--- config.mk ---
export PLATFORM = sky130hd
export DESIGN_NAME = neuron_mac_seq
export DESIGN_NICKNAME = d
export VERILOG_FILES = /design/src/rtl/neuron_mac_seq_pkg.sv /design/src/rtl/neuron_mac_seq_fxp_sat_relu.sv /design/src/rtl/neuron_mac_seq.sv
export SDC_FILE = /design/constraint.sdc
export NUM_CORES = 2
export LEC_CHECK = 0
export ABC_AREA = 1
export CAP_MARGIN = 30
export CORE_MARGIN = 5
export CORE_UTILIZATION = 60
export DETAILED_ROUTE_END_ITERATION = 16
export GPL_TIMING_DRIVEN = 0
export PLACE_DENSITY_LB_ADDON = 0.15
export SYNTH_ARGS = -nofsm -noshare
export SYNTH_HDL_FRONTEND = slang
export SYNTH_SLANG_ARGS = --single-unit
--- constraint.sdc ---
create_clock -name clk -period 12.7 [get_ports clk]
set_input_delay 1.27 -clock clk [delete_from_list [all_inputs] [get_ports clk]]
set_output_delay 1.27 -clock clk [all_outputs]
set_load 0.05 [all_outputs]
--- src/rtl/neuron_mac_seq_pkg.sv ---
// Shared fixed-point constants and FSM encoding for the neuron MAC sequencers.
package neuron_mac_seq_pkg;

  // Default word geometry: signed Q6.10 words, 16-input neuron.
  localparam int DATA_WIDTH = 16;
  localparam int FRAC_BITS  = 10;
  localparam int N_IN       = 16;
  localparam int ACC_WIDTH  = 40;

  // Handy Q-format constants for the default word width.
  localparam logic signed [DATA_WIDTH-1:0] Q_ONE = DATA_WIDTH'(1 << FRAC_BITS);
  localparam logic signed [DATA_WIDTH-1:0] Q_MAX = {1'b0, {(DATA_WIDTH-1){1'b1}}};
  localparam logic signed [DATA_WIDTH-1:0] Q_MIN = {1'b1, {(DATA_WIDTH-1){1'b0}}};

  // Sequencer states, kept as plain constants so older tools can read them.
  typedef logic [1:0] state_t;
  localparam state_t ST_IDLE   = 2'd0;
  localparam state_t ST_MAC    = 2'd1;
  localparam state_t ST_FINISH = 2'd2;
  localparam state_t ST_OUT    = 2'd3;

  // Smallest accumulator that cannot wrap for n products of dw-bit words
  // plus a shifted bias term.
  function automatic int min_acc_width(input int dw, input int n);
    return 2 * dw + $clog2(n) + 1;
  endfunction

endpackage

--- src/rtl/neuron_mac_seq_fxp_sat_relu.sv ---
// fxp_sat_relu: combinational accumulator-to-word conversion.
// Drops FRAC_BITS fraction bits (floor), saturates to the signed word range
// and optionally clamps negative results to zero.
module fxp_sat_relu #(
  parameter int ACC_WIDTH  = 40,
  parameter int DATA_WIDTH = 16,
  parameter int FRAC_BITS  = 10,
  parameter int RELU       = 1
) (
  input  logic [ACC_WIDTH-1:0]  acc_in,
  output logic [DATA_WIDTH-1:0] data_out
);

  localparam int SH_WIDTH = ACC_WIDTH - FRAC_BITS;

  localparam logic [DATA_WIDTH-1:0] WORD_MAX = {1'b0, {(DATA_WIDTH-1){1'b1}}};
  localparam logic [DATA_WIDTH-1:0] WORD_MIN = {1'b1, {(DATA_WIDTH-1){1'b0}}};

  logic [SH_WIDTH-1:0]            shifted;
  logic [SH_WIDTH-DATA_WIDTH:0]   upper_bits;
  logic                           sign_bit;
  logic                           overflow;
  logic [DATA_WIDTH-1:0]          sat_val;
  logic                           unused_frac;

  // Taking the upper slice is an arithmetic right shift that truncates
  // toward minus infinity; the fraction bits are simply discarded.
  assign shifted     = acc_in[ACC_WIDTH-1:FRAC_BITS];
  assign unused_frac = ^acc_in[FRAC_BITS-1:0];
  assign sign_bit    = shifted[SH_WIDTH-1];

  // The value fits the word only if every bit from the word's sign bit up is
  // a copy of the sign.
  assign upper_bits = shifted[SH_WIDTH-1:DATA_WIDTH-1];
  assign overflow   = ~((&upper_bits) | (~|upper_bits));

  // Saturate toward the limit on the side of the true sign.
  always_comb begin
    sat_val = shifted[DATA_WIDTH-1:0];
    if (overflow) begin
      sat_val = sign_bit ? WORD_MIN : WORD_MAX;
    end
  end

  // Optional rectifier; the sign of the saturated value equals the sign of
  // the unsaturated one, so the shifted sign bit can drive the clamp.
  generate
    if (RELU != 0) begin : g_relu
      assign data_out = sign_bit ? '0 : sat_val;
    end else begin : g_pass
      assign data_out = sat_val;
    end
  endgenerate

endmodule

--- src/rtl/neuron_mac_seq.sv ---
// neuron_mac_seq: time-multiplexed controller for one dense neuron.
// Captures an input vector, walks w_sel across the external weight bank one
// weight per cycle into a single MAC, adds the bias, rescales, saturates,
// optionally rectifies, and hands one word downstream via valid/ready.
module neuron_mac_seq #(
  parameter int DATA_WIDTH = neuron_mac_seq_pkg::DATA_WIDTH,
  parameter int FRAC_BITS  = neuron_mac_seq_pkg::FRAC_BITS,
  parameter int N_IN       = neuron_mac_seq_pkg::N_IN,
  parameter int ACC_WIDTH  = neuron_mac_seq_pkg::ACC_WIDTH,
  parameter int RELU       = 1
) (
  input  logic                         clk,
  input  logic                         rst,
  input  logic                         in_valid,
  output logic                         in_ready,
  input  logic [N_IN*DATA_WIDTH-1:0]   in_vec,
  output logic [$clog2(N_IN)-1:0]      w_sel,
  input  logic [DATA_WIDTH-1:0]        w_data,
  input  logic [DATA_WIDTH-1:0]        bias,
  output logic                         out_valid,
  input  logic                         out_ready,
  output logic [DATA_WIDTH-1:0]        out_data,
  output logic                         busy
);

  import neuron_mac_seq_pkg::*;

  localparam int K_WIDTH = $clog2(N_IN);
  localparam logic [K_WIDTH-1:0] K_LAST = K_WIDTH'(N_IN - 1);
  localparam int PROD_WIDTH = 2 * DATA_WIDTH;

  // ------------------------------------------------------------------
  // State
  // ------------------------------------------------------------------
  state_t                  state_q, state_d;
  logic [K_WIDTH-1:0]      k_q, k_d;
  logic [ACC_WIDTH-1:0]    acc_q, acc_d;
  logic [DATA_WIDTH-1:0]   x_q [N_IN];
  logic [DATA_WIDTH-1:0]   x_d [N_IN];
  logic [DATA_WIDTH-1:0]   out_data_q, out_data_d;
  logic                    out_valid_q, out_valid_d;

  // ------------------------------------------------------------------
  // Datapath nets
  // ------------------------------------------------------------------
  logic [DATA_WIDTH-1:0]   x_in [N_IN];
  logic [DATA_WIDTH-1:0]   x_cur;
  logic [PROD_WIDTH-1:0]   x_ext;
  logic [PROD_WIDTH-1:0]   w_ext;
  logic [PROD_WIDTH-1:0]   prod;
  logic [ACC_WIDTH-1:0]    prod_ext;
  logic [ACC_WIDTH-1:0]    bias_ext;
  logic [ACC_WIDTH-1:0]    fin_sum;
  logic [DATA_WIDTH-1:0]   fin_word;
  logic                    accept;

  // Split the flat input bus into per-element words.
  genvar gi;
  generate
    for (gi = 0; gi < N_IN; gi++) begin : g_unpack
      assign x_in[gi] = in_vec[gi*DATA_WIDTH +: DATA_WIDTH];
    end
  endgenerate

  // Handshake and status outputs; in_ready is forced low while reset is held.
  assign in_ready  = (state_q == ST_IDLE) & ~rst;
  assign accept    = in_valid & in_ready;
  assign busy      = (state_q != ST_IDLE);
  assign out_valid = out_valid_q;
  assign out_data  = out_data_q;

  // The weight bank is addressed only while multiplying; parked at 0 otherwise.
  assign w_sel = (state_q == ST_MAC) ? k_q : '0;

  // Full-precision signed product: both operands are sign-extended to the
  // product width so the low PROD_WIDTH bits of the multiply are exact.
  assign x_cur = x_q[k_q];
  assign x_ext = {{DATA_WIDTH{x_cur[DATA_WIDTH-1]}}, x_cur};
  assign w_ext = {{DATA_WIDTH{w_data[DATA_WIDTH-1]}}, w_data};
  assign prod  = x_ext * w_ext;
  assign prod_ext = {{(ACC_WIDTH-PROD_WIDTH){prod[PROD_WIDTH-1]}}, prod};

  // Bias is aligned to the product's Q-point (2*FRAC_BITS fraction bits)
  // by shifting it left by FRAC_BITS before the final add.
  assign bias_ext = {{(ACC_WIDTH-DATA_WIDTH-FRAC_BITS){bias[DATA_WIDTH-1]}},
                     bias, {FRAC_BITS{1'b0}}};
  assign fin_sum  = acc_q + bias_ext;

  fxp_sat_relu #(
    .ACC_WIDTH  (ACC_WIDTH),
    .DATA_WIDTH (DATA_WIDTH),
    .FRAC_BITS  (FRAC_BITS),
    .RELU       (RELU)
  ) u_sat (
    .acc_in   (fin_sum),
    .data_out (fin_word)
  );

  // Next-state logic: IDLE -> MAC (N_IN cycles) -> FINISH -> OUT -> IDLE.
  always_comb begin
    state_d     = state_q;
    k_d         = k_q;
    acc_d       = acc_q;
    x_d         = x_q;
    out_data_d  = out_data_q;
    out_valid_d = out_valid_q;
    case (state_q)
      ST_IDLE: begin
        if (accept) begin
          x_d     = x_in;
          acc_d   = '0;
          k_d     = '0;
          state_d = ST_MAC;
        end
      end
      ST_MAC: begin
        acc_d = acc_q + prod_ext;
        if (k_q == K_LAST) begin
          k_d     = '0;
          state_d = ST_FINISH;
        end else begin
          k_d = k_q + 1'b1;
        end
      end
      ST_FINISH: begin
        out_data_d  = fin_word;
        out_valid_d = 1'b1;
        state_d     = ST_OUT;
      end
      ST_OUT: begin
        // Result stays put until taken; the next vector is accepted only
        // after returning to IDLE.
        if (out_ready) begin
          out_valid_d = 1'b0;
          state_d     = ST_IDLE;
        end
      end
      default: begin
        state_d = ST_IDLE;
      end
    endcase
  end

  // State registers; reset discards any vector in flight.
  always_ff @(posedge clk) begin
    if (rst) begin
      state_q     <= ST_IDLE;
      k_q         <= '0;
      acc_q       <= '0;
      out_data_q  <= '0;
      out_valid_q <= 1'b0;
      for (int i = 0; i < N_IN; i++) begin
        x_q[i] <= '0;
      end
    end else begin
      state_q     <= state_d;
      k_q         <= k_d;
      acc_q       <= acc_d;
      out_data_q  <= out_data_d;
      out_valid_q <= out_valid_d;
      x_q         <= x_d;
    end
  end

endmodule

==> flow_summary.toml <==
[final_layout]
multiInputGateArea_sq_um = 18400
area_added_between_synthesis_and_finish_pct = 17.9
most-common-layout-cells = "922 x sky130_fd_sc_hd__nand2_1, 682 x sky130_fd_sc_hd__inv_1, 419 x sky130_fd_sc_hd__nor2_1, 404 x sky130_fd_sc_hd__a21oi_1, 319 x sky130_fd_sc_hd__dfxtp_1"
finalNetCount = 5058
seqCellArea_sq_um = 6390
final_common_cell = "sky130_fd_sc_hd__nand2_1"
num_antenna_cells = 0
post_route_cells_drive_above_1_share = 0.0215
fin_util = 0.712
fillerInstances = 4007

[clock_tree]
post_cts_hold_buffer_count = 0
max-clock-path-buffers = 3
clkSinkCount = 319
cts_setup_buffers = 0
cts-buffers-inserted = 36
post_cts_resized = 0
cts.reportedPaths.clkPinSlew_ns = 0.06
cts_tree = "built"
clock_latency_late_sink_ns = 0.55
clock_tree.htree_level_count = 2
cts-root-buf = "sky130_fd_sc_hd__clkbuf_16"

[sta]
maxSlewHeadroom = 0.363
clock.fmax_mhz = 95.0
worst_pin_slew_ns = 0.955
setup_repair_after_global_routing_missed_its_margin = "false"
setup_total_negative_slack_ns = 0
final_setup_viols = 0
timing.final.crit_share = 0.829
period_minus_slack_ns = 10.53
maxSlewViolCount = 0
final_hold_viol_count = 0
maximum_clock_skew_at_final_layout_ns = 0.0277

[detailed_routing]
drc_errors = 0
num_vias = 28700
drtIter0Drc = 3615
wl_final_um = 103000
detail-route-antenna-nets = 0
wire_per_inst_um = 20.6
via_per_inst = 5.77
drt_pre_antenna_iters = 8

[worst_setup_path]
timing.critical_path.arrival_ns = 10.99
critPathMostFrequentCell = "sky130_fd_sc_hd__inv_1"
startpoint_type = "flip-flop"
max_stage_delay_ns = 0.61
required_ns = 13.16
cp_max_fo = 10
critPathKind = "flip-flop to flip-flop"
critPathSlowestCell = "sky130_fd_sc_hd__nand2_1"
timing.critical_path.to_type = "flip-flop"

[synthesis]
synth.yosys.seq_area_share = 0.228
synthesis.area_sq_um = 28000
ys.warnings.count = 0
syn_avg_cell_area_sq_um = 7.01
synth_top_cell_by_area = "sky130_fd_sc_hd__dfxtp_1"
synth_top_cell_area_share = 0.228
postSynth.topFlopCell = "sky130_fd_sc_hd__dfxtp_1"
synth.lib_cells_used.distinct = 44
post_syn_instances = 3997
synth_register_bits = 319
number_of_enable_flip_flop_cells_after_synthesis = 0
synthesis.nets = 4711
largest_cells_by_area_after_synthesis = "sky130_fd_sc_hd__dfxtp_1 23%, sky130_fd_sc_hd__fa_1 19%, sky130_fd_sc_hd__nand2_1 12%"
async_flop_share = 0

[run_status]
outcome = "complete, no violations"

[die]
die_area_sq_um = 51100
floorplan.core_area_sq_um = 46400
core.rowCount = 79
num_io_pins = 315
die-width_um = 226
initial_utilization = 0.604
dieHeight_um = 226

[job]
drv_cap = 0

[placement]
dp_hpwl_um = 83900
finalWeightedCongestion = 1.06
portBuffers = 309

[global_route]
largest_net_degree_at_the_start_of_global_routing = 16
wire_length_of_the_first_global_routing_pass_um = 154000
grt_use_met2 = 0.594
groute.usage.overall = 0.391
number_of_antenna_violations_at_the_first_check_in_global_routing = 1
met3_usage = 0.0909
grt_pass1_vias = 26800
gr-total-overflow = 0
grt.met1_usage = 0.533
global_route.peak_usage_layer = "met2"

[hold_path]
worst_hold_path_type = "flip-flop to flip-flop"
[synth_stat cells (9+ instances only)]
library cell and n:
sky130_fd_sc_hd__a21oi_1 404, sky130_fd_sc_hd__o21ai_0 177, sky130_fd_sc_hd__o2111ai_1 15, sky130_fd_sc_hd__nand4_1 36, sky130_fd_sc_hd__and2_1 10, sky130_fd_sc_hd__a31oi_1 9
sky130_fd_sc_hd__clkbuf_1 131, sky130_fd_sc_hd__nand3_1 128, sky130_fd_sc_hd__xnor2_1 24, sky130_fd_sc_hd__fa_1 264, sky130_fd_sc_hd__o21bai_1 10, sky130_fd_sc_hd__clkinv_1 9
sky130_fd_sc_hd__nor3_1 16, sky130_fd_sc_hd__buf_2 16, sky130_fd_sc_hd__a21o_1 12, sky130_fd_sc_hd__xor2_1 29, sky130_fd_sc_hd__nor2_1 419, sky130_fd_sc_hd__buf_1 22
sky130_fd_sc_hd__a211oi_1 127, sky130_fd_sc_hd__nand2_1 922, sky130_fd_sc_hd__ha_1 158, sky130_fd_sc_hd__inv_1 682, sky130_fd_sc_hd__dfxtp_1 319
[layer usage]
metal | vias to the layer above | share of wire
met5 | - | 0.00011
met4 | 2 | 0.059
met3 | 309 | 0.13
met2 | 1763 | 0.42
met1 | 13300 | 0.39
li1 | 13300 | -
[cells by family (layout without fill, tap and decap cells)]
group           Yosys count  after routing  share of synthesized area
fa+ha+maj               422            422                      0.259
buf+inv                 863           1235                      0.117
simple gates           1563           1563                      0.224
flops                   319            319                      0.228
compound gates          777            777                      0.156
xor+xnor                 53             53                     0.0166
[critical path, delay by kind of cell, from the launching register on]
kind / cells / cell delay, ns
adders and majority gates: 8 / 3.52
and+or+nand+nor: 13 / 2.32
buffers and inverters: 10 / 2.04
AOI/OAI and AO/OA: 9 / 1.66
xor gates and xnor gates: 2 / 0.48
DFF: 1 / 0.38
[flip-flops by register name (all words and copies together), names as in the netlist]
register   cells
out_data      16
acc_q         40
x_q          256
out_valid      1
k_q            4
state_q        2
[worst paths after layout]
check / endpoint / depth (start not counted) / slack [ns] / startpoint
max reg2reg: acc_q[39] / 42 / 2.17 / k_q[0]
min reg2reg: x_q[253] / 2 / 0.46 / x_q[253]
min: x_q[253] / 2 / 0.46 / x_q[253]
max: acc_q[39] / 42 / 2.17 / k_q[0]
[area by class of cell]
class                      count  share of cell area
multi-input combinational   2815               0.556
sequential                   319               0.193
timing repair buffer         309              0.0936
inverter                     693              0.0788
clock buffer                  50              0.0307
tap                          607              0.0230
buffer                       170              0.0202
clock inverter                13             0.00436
[through the flow]
step	instances	setup WS (ns)	hold WS, ns	area (sq um)
CTS	4976	2.53	0.461	33000
floorplan	3997	4.38	0.434	28000
global placement	4913	2.68	0.429	31900
finish	4976	2.17	0.464	33000
global route	4976	1.79	0.474	33000
detailed placement	4913	2.61	0.447	31900
Power is left out: the tool's default activity adds up to more than one toggle a clock period on the data nets, which glitch-free logic cannot reach.
